--- src/rtl/load_store_unit.sv ---
`default_nettype none
// +-----------------------------------------------------------------------------+
// | load_store_unit                                                             |
// | Single-outstanding data-memory load/store sequencer with alignment checks.  |
// | Revision: 1.0                                                               |
// +-----------------------------------------------------------------------------+
module load_store_unit #(
  parameter int DATA_WIDTH = 32
) (
  input  logic                  clk,
  input  logic                  reset,
  input  logic                  start,
  input  logic [15:0]           alu_op,
  input  logic [DATA_WIDTH-1:0] addr,
  input  logic [DATA_WIDTH-1:0] wdata,
  output logic                  ready,
  output logic                  done,
  output logic [DATA_WIDTH-1:0] rd_data,
  output logic                  misaligned,
  output logic                  mem_req,
  output logic                  mem_we,
  output logic [DATA_WIDTH-1:0] mem_addr,
  output logic [DATA_WIDTH-1:0] mem_wdata,
  output logic [3:0]            mem_wstrb,
  input  logic [DATA_WIDTH-1:0] mem_rdata,
  input  logic                  mem_ack
);

  typedef enum logic [1:0] {
    IDLE = 2'd0,
    REQ  = 2'd1,
    DONE = 2'd2
  } state_t;

  // alu_op = {funct7[5:0], funct3, opcode}
  localparam logic [15:0] OP_LB  = 16'h0003;
  localparam logic [15:0] OP_LH  = 16'h0083;
  localparam logic [15:0] OP_LW  = 16'h0103;
  localparam logic [15:0] OP_LBU = 16'h0203;
  localparam logic [15:0] OP_LHU = 16'h0283;
  localparam logic [15:0] OP_SB  = 16'h0023;
  localparam logic [15:0] OP_SH  = 16'h00A3;
  localparam logic [15:0] OP_SW  = 16'h0123;

  localparam logic [1:0] SZ_BYTE = 2'd0;
  localparam logic [1:0] SZ_HALF = 2'd1;
  localparam logic [1:0] SZ_WORD = 2'd2;

  state_t                  state_q, state_d;
  logic                    store_q, store_d;
  logic                    uns_q, uns_d;
  logic                    mis_q, mis_d;
  logic [1:0]              size_q, size_d;
  logic [DATA_WIDTH-1:0]   addr_q, addr_d;
  logic [DATA_WIDTH-1:0]   wdata_q, wdata_d;
  logic [DATA_WIDTH-1:0]   rd_data_q, rd_data_d;

  logic                    dec_valid;
  logic                    dec_store;
  logic                    dec_uns;
  logic [1:0]              dec_size;
  logic                    dec_mis;
  logic [DATA_WIDTH-1:0]   lane_w;
  logic [DATA_WIDTH-1:0]   load_val;
  logic [DATA_WIDTH-1:0]   store_data;
  logic [3:0]              store_strb;

  always_comb begin
    dec_valid = 1'b1;
    dec_store = 1'b0;
    dec_uns   = 1'b0;
    dec_size  = SZ_WORD;
    case (alu_op)
      OP_LB:   dec_size = SZ_BYTE;
      OP_LH:   dec_size = SZ_HALF;
      OP_LW:   dec_size = SZ_WORD;
      OP_LBU:  begin dec_size = SZ_BYTE; dec_uns = 1'b1; end
      OP_LHU:  begin dec_size = SZ_HALF; dec_uns = 1'b1; end
      OP_SB:   begin dec_size = SZ_BYTE; dec_store = 1'b1; end
      OP_SH:   begin dec_size = SZ_HALF; dec_store = 1'b1; end
      OP_SW:   begin dec_size = SZ_WORD; dec_store = 1'b1; end
      default: dec_valid = 1'b0;
    endcase
  end

  always_comb begin
    dec_mis = 1'b0;
    if (dec_size == SZ_HALF) begin
      dec_mis = addr[0];
    end else if (dec_size == SZ_WORD) begin
      dec_mis = (addr[1:0] != 2'b00);
    end
  end

  // Move the addressed lane down to bit 0, then extend to full width.
  assign lane_w = mem_rdata >> {addr_q[1:0], 3'b000};

  always_comb begin
    load_val = mem_rdata;
    case (size_q)
      SZ_BYTE: load_val = uns_q ? {24'h0, lane_w[7:0]}
                                : {{24{lane_w[7]}}, lane_w[7:0]};
      SZ_HALF: load_val = uns_q ? {16'h0, lane_w[15:0]}
                                : {{16{lane_w[15]}}, lane_w[15:0]};
      default: load_val = mem_rdata;
    endcase
  end

  always_comb begin
    store_data = wdata_q;
    store_strb = 4'b1111;
    case (size_q)
      SZ_BYTE: begin
        store_data = {4{wdata_q[7:0]}};
        store_strb = 4'b0001 << addr_q[1:0];
      end
      SZ_HALF: begin
        store_data = {2{wdata_q[15:0]}};
        store_strb = addr_q[1] ? 4'b1100 : 4'b0011;
      end
      default: begin
        store_data = wdata_q;
        store_strb = 4'b1111;
      end
    endcase
  end

  always_comb begin
    state_d    = state_q;
    store_d    = store_q;
    uns_d      = uns_q;
    mis_d      = mis_q;
    size_d     = size_q;
    addr_d     = addr_q;
    wdata_d    = wdata_q;
    rd_data_d  = rd_data_q;
    ready      = 1'b0;
    done       = 1'b0;
    misaligned = 1'b0;
    mem_req    = 1'b0;
    mem_we     = 1'b0;
    mem_addr   = '0;
    mem_wdata  = '0;
    mem_wstrb  = 4'b0000;
    case (state_q)
      IDLE: begin
        ready = 1'b1;
        if (start && dec_valid) begin
          store_d = dec_store;
          uns_d   = dec_uns;
          size_d  = dec_size;
          mis_d   = dec_mis;
          addr_d  = addr;
          wdata_d = wdata;
          state_d = dec_mis ? DONE : REQ;
        end
      end
      REQ: begin
        mem_req  = 1'b1;
        mem_we   = store_q;
        mem_addr = {addr_q[DATA_WIDTH-1:2], 2'b00};
        if (store_q) begin
          mem_wdata = store_data;
          mem_wstrb = store_strb;
        end
        if (mem_ack) begin
          if (!store_q) begin
            rd_data_d = load_val;
          end
          state_d = DONE;
        end
      end
      DONE: begin
        done       = 1'b1;
        misaligned = mis_q;
        state_d    = IDLE;
      end
      default: state_d = IDLE;
    endcase
  end

  always_ff @(posedge clk or posedge reset) begin
    if (reset) begin
      state_q   <= IDLE;
      store_q   <= 1'b0;
      uns_q     <= 1'b0;
      mis_q     <= 1'b0;
      size_q    <= SZ_BYTE;
      addr_q    <= '0;
      wdata_q   <= '0;
      rd_data_q <= '0;
    end else begin
      state_q   <= state_d;
      store_q   <= store_d;
      uns_q     <= uns_d;
      mis_q     <= mis_d;
      size_q    <= size_d;
      addr_q    <= addr_d;
      wdata_q   <= wdata_d;
      rd_data_q <= rd_data_d;
    end
  end

  assign rd_data = rd_data_q;

endmodule
`default_nettype wire

--- config.mk ---
export PLATFORM = sky130hd
export DESIGN_NAME = load_store_unit
export DESIGN_NICKNAME = d
export VERILOG_FILES = /design/src/rtl/load_store_unit.sv
export SDC_FILE = /design/constraint.sdc
export NUM_CORES = 1
export LEC_CHECK = 0
export BUFFER_PORTS_ARGS = -buffer_cell sky130_fd_sc_hd__clkbuf_2
export CORE_UTILIZATION = 52
export DETAILED_ROUTE_END_ITERATION = 16
export GPL_TIMING_DRIVEN = 1
export PLACE_DENSITY = 0.89
export SYNTH_ARGS = -nofsm -noshare
export SYNTH_HDL_FRONTEND = slang
export SYNTH_SLANG_ARGS = --single-unit
--- constraint.sdc ---
create_clock -name clk -period 7.9 [get_ports clk]
set_input_delay 0.79 -clock clk [delete_from_list [all_inputs] [get_ports clk]]
set_output_delay 0.79 -clock clk [all_outputs]
set_load 0.005 [all_outputs]
Word level (Yosys, flattened, before mapping)
Index checks and enable logic that the tools add are counted.
Word-level totals
  register bits after elaboration: 103
  bits in latches: 0
  memory bits (writable): 0
  ROM bits: 0
  input port bits: 116
  output and inout bits: 105
  word-level logic and storage cells: 64
  memories: 0
Cells by class
  add/sub/neg operators: 0
  multipliers: 0
  div/mod/pow operators: 0
  magnitude comparators: 0
  equality and inequality tests: 15
  shifts and indexed selects: 2
  mux-type cells: 26
  bitwise operators: 1
  reductions and logical operators: 12
Operator list (number)
  $mux 32: 5
  $pmux 32 s2: 2
  $eq 16x10->1 const B: 2
  $eq 16x8->1 const B: 2
  $eq 16x9->1 const B: 2
  $shr 32x5->16: 1
  $eq 16x2->1 const B: 1
  $eq 16x6->1 const B: 1
  $mux 4: 3
  $mux 1: 10
  $reduce_or 3->1: 3
  $pmux 2 s2: 2
  $pmux 4 s2: 1
  $reduce_or 8->1: 1
  $eq 2x1->1 const B: 3
  $mux 2: 3
  $eq 2x2->1 const B: 2
  $logic_not 2->1: 2
  $ne 2x2->1 const B: 2
  $reduce_and 2->1: 2
  $shl 1x2->4 const A: 1
  $reduce_and 3->1: 1
  $reduce_bool 2->1: 1
  $reduce_or 2->1: 1
  other kinds (2): 2

Logic depth before layout (Yosys ltp)
  depth in word-level cells: 9
  gate-level depth with buffers: 6

Least setup slack after synthesis
OpenSTA, ideal clock, no wires.
  kind: input to register
  from: input port alu_op[13]
  to: register addr_q[0]
  library setup time: 128 ps
  arrival: 2048 ps
  data required time: 7772 ps
  slack: 5724 ps
  stages on the path: 5
  path buffers: 1
  cell sequence: nor4_2 > nand3_1 > nor2_4 > buf_4 > mux2_1
Between the ends
  cells in the longest elaborated chain, start to end: 5
  elaborated cells on any way between the ends: 12
Ends and longest elaborated chain
  from (decl): RTL line 13  | input logic [15:0] alu_op,
  $eq 16x8->1 (tied with other cells): RTL line 73  | case (alu_op)
  $reduce_or 8->1 (no line) (*)
  $mux 1 (*): RTL line 73
  $logic_and 1x1->1 (*): RTL line 148  | if (start && dec_valid) begin
  $reduce_and 2->1 (no line) (*)
  to (signal assigned): RTL line 198  | addr_q <= addr_d;
  to (decl): RTL line 54  | logic [DATA_WIDTH-1:0] addr_q, addr_d;
Every way passes the cells marked *; elsewhere a longest branch is shown, timed or not.
A chain may end at the register's enable or synchronous reset.

Worst setup path in the final report
  from: register state_q[1]
  to: output port mem_wdata[15]
Between the ends
  cells in the longest elaborated chain, start to end: 2
Ends and longest elaborated chain
  from (decl): RTL line 49  | state_t state_q, state_d;
  from (signal assigned): RTL line 193  | state_q <= state_d;
  $eq 2x1->1: RTL line 145  | case (state_q)
  $mux 32: RTL line 145
  to (decl): RTL line 23  | output logic [DATA_WIDTH-1:0] mem_wdata,
Every way passes these cells.

==> summary.txt <==
Critical path
  – Crit Reg-Reg Startpoint: state_q[1]
  – Top delay family on crit path: simple AND/OR/NAND/NOR gates
  – Setup crit end kind: output port
  – Worst Path Max Fanout: 44
  – CP Class: reg2out
  – Startpoint Class: register
  – Critical Path RT: 7110 ps
  – Worst stage delay on the critical path: 650 ps
  – Worst Setup SP: state_q[1]
  – Register-to-register path setup slack: 4870 ps
  – WP data arrival: 2480 ps
  – CP max-delay cell: nand2_1
  – Cells along the critical path: nor2b_2 -> buf_4 -> nand2_1 -> a21oi_1 -> clkbuf_2
  – CP Buf/Inv Count: 2

Clock network
  – Clk slew on worst S/H paths: 100 ps
  – CTS Hold Buffers Added: 0
  – Post-CTS setup buffer count: 0
  – CTS tree: yes
  – Total CTS buffers: 9
  – Clock tree buffer depth: 2
  – H-tree level count: 3
  – Clock sinks: 103
  – Clock latency at the later pin of the worst-skew pair: 370 ps
  – Root Driver: clkbuf_8
  – PostCTS Resize Cnt: 0

Global routing
  – First-pass GRT wire length: 21580 um
  – Largest net degree at the start of global routing: 55
  – Total Routing Usage GR: 26.91%
  – Vias in the first global route: 4378
  – Antenna violations before repair: 0
  – GRT overflow: 0

Synth
  – Post-synth top area share: 48.75%
  – YS warnings: 0
  – Post-Syn Area per Cell: 10.43 um2
  – Distinct cells, synth: 46
  – Synth area leaders: dfrtp_1 49%, mux2_1 13%, and2_1 3.8%, nand2_1 3.3%, mux2i_1 3.2%
  – Register area share after synthesis: 48.75%
  – Cell taking the most area after synthesis: dfrtp_1
  – Async SR Flop Fraction: 100.0%
  – Post-Syn Area: 0.005288 mm2
  – Cells after Synth: 507
  – Synth Register Bits: 103
  – Synth Flop Type: dfrtp_1
  – Post-synth EDFFs: 0

Floorplan
  – Die area: 0.01058 mm2
  – Initial Utilization: 53.85%
  – Core ar.: 0.009819 mm2
  – Die Height: 102.8 um
  – Row Count: 36
  – Top-Level Pins: 221
  – Chip width: 102.8 um

Timing
  – Final Setup Violations: 0
  – Clk_skew: 9.543 ps
  – Slew headroom: 21.05%
  – Final period util: 41.40%
  – Slew Viols, Final: 0
  – Min Tclk post-route: 3270 ps
  – Fin worst setup slack: 4630 ps
  – Slew @ Worst Pin: 1181 ps
  – Final hold vios: 0
  – RSZ-0062 raised after global routing: no
  – Hold_ws: 483.0 ps
  – TNS Setup: 0 ps
  – Max frequency: 305.8 MHz

Routing
  – DR iter-0 viols: 179
  – Drt wl/cell: 16.96 um
  – WL final: 14250 um
  – Drt first pass iters: 4
  – Vias per Instance: 5.544
  – Drc violations: 0
  – Post-route ant nets: 0
  – Via count: 4657

Power and ir drop
  – Total leakage power: 3.647 nW
  – Maximum VDD drop: 0.0001166 V
  – Power Total: 925.8 uW
  – Logic pwr share: 6.3%
  – Net Sw Frac: 22.45%
  – Clock network power share: 36.6%
  – Int Pwr: 718.0 uW
  – Power Density: 140.7 mW/mm2
  – Reg power frac: 57.1%
  – Psw: 207.8 uW

Place
  – Place WS: 4692 ps
  – Routability cong.: 0.8807
  – IO Port Bufs: 218
  – Placed inst area: 0.006382 mm2
  – HPWL after DPL: 10500 um

Min path
  – Worst min path class: reg2reg
  – Hold_sp: addr_q[14]

Finish
  – Layout Nets: 819
  – Synth-to-layout area growth: 24.47%
  – Fin area: 0.006581 mm2
  – Number of antenna diodes: 0
  – Filler cell count: 792
  – Layout cell share with drive strength beyond 1: 36.78%

Status
  – Status: completed

Job
  – Max_cap viols: 0
cell families after synthesis:
logic type	Yosys count	share of synthesized area (%)
and+or+nand+nor	188	18.10
DFF	103	48.75
muxes	89	18.76
AOI/OAI and AO/OA	82	10.13
buffers and inverters	44	4.188
other	1	0.07092
per-layer routing:
metal  GRT usage (%)  wire length [um]
met1           33.60              5855
met3           4.339               989
met5               0                 0
met4           12.89               435
met2           45.69              6968
through the flow:
| stage | instances | util, % |
|---|---|---|
| detailed placement | 825 | 65.00 |
| floorplan | 508 | - |
| global placement | 825 | 65.00 |
| global route | 840 | 67.02 |
| finish | 840 | 67.02 |
| CTS | 840 | 67.02 |
area by class of cell:
class,count,area (um2),area share [%]
Clock buffer,12,155.1,2.357
Clock inverter,3,43.79,0.6654
Inverter,7,28.78,0.4373
Multi-Input combinational cell,361,2495,37.91
Sequential cell,103,2579,39.18
Tap cell,133,166.4,2.529
Timing Repair Buffer,221,1114,16.92
synth_stat cells (all sizes together) (2+ instances only):
cell and number:
o21ai 18, a22o 10, a21o 2, dfrtp 103
nand4 2, and3 9, and2 32, buf 20
nor4 2, clkbuf 17, nand2b 3, inv 7
mux2i 17, nor2b 5, nand3 34, nor2 43
nand2 47, nand3b 2, a21oi 30, a31oi 2
a22oi 10, nor3b 2, mux2 71, a222oi 3
or2 3
placed cells by master (no fill, tap or decap), types with 6 or more instances in the layout:
master      n
nor2_1     42
a21oi_1    30
and3_1      9
dfrtp_1   102
clkbuf_2  218
a22o_1     10
nand3_1    34
a22oi_1    10
mux2_2     12
inv_1       6
nand2_1    47
and2_1     32
o21ai_0    16
mux2i_1    17
mux2_1     59
clkbuf_8   11
path summary, 6_finish.rpt:
kind / end / cells after the start
max: mem_wdata[15] / 5
min: addr_q[14] / 1
max reg2reg: rd_data[10] / 5
min reg2reg: addr_q[14] / 1
max in group asynchronous: size_q[1] / 3
min in group asynchronous: addr_q[22] / 2
flip-flops by register name, summed over array words and instances, names as in the netlist:
register  flops
wdata_q      32
addr_q       32
store_q       1
uns_q         1
rd_data      32
state_q       2
mis_q         1
size_q        2
power by group through the flow:
stage                     clock network (mW)  logic [mW]  registers, mW
final                                  0.339      0.0580          0.529
after global routing                   0.359      0.0643          0.529
after CTS                              0.341      0.0586          0.529
after detailed placement                   0      0.0583          0.539
after global placement                     0      0.0566          0.539
after floorplan                            0      0.0208          0.539
No activity file was read; power rests on OpenSTA's default activity.
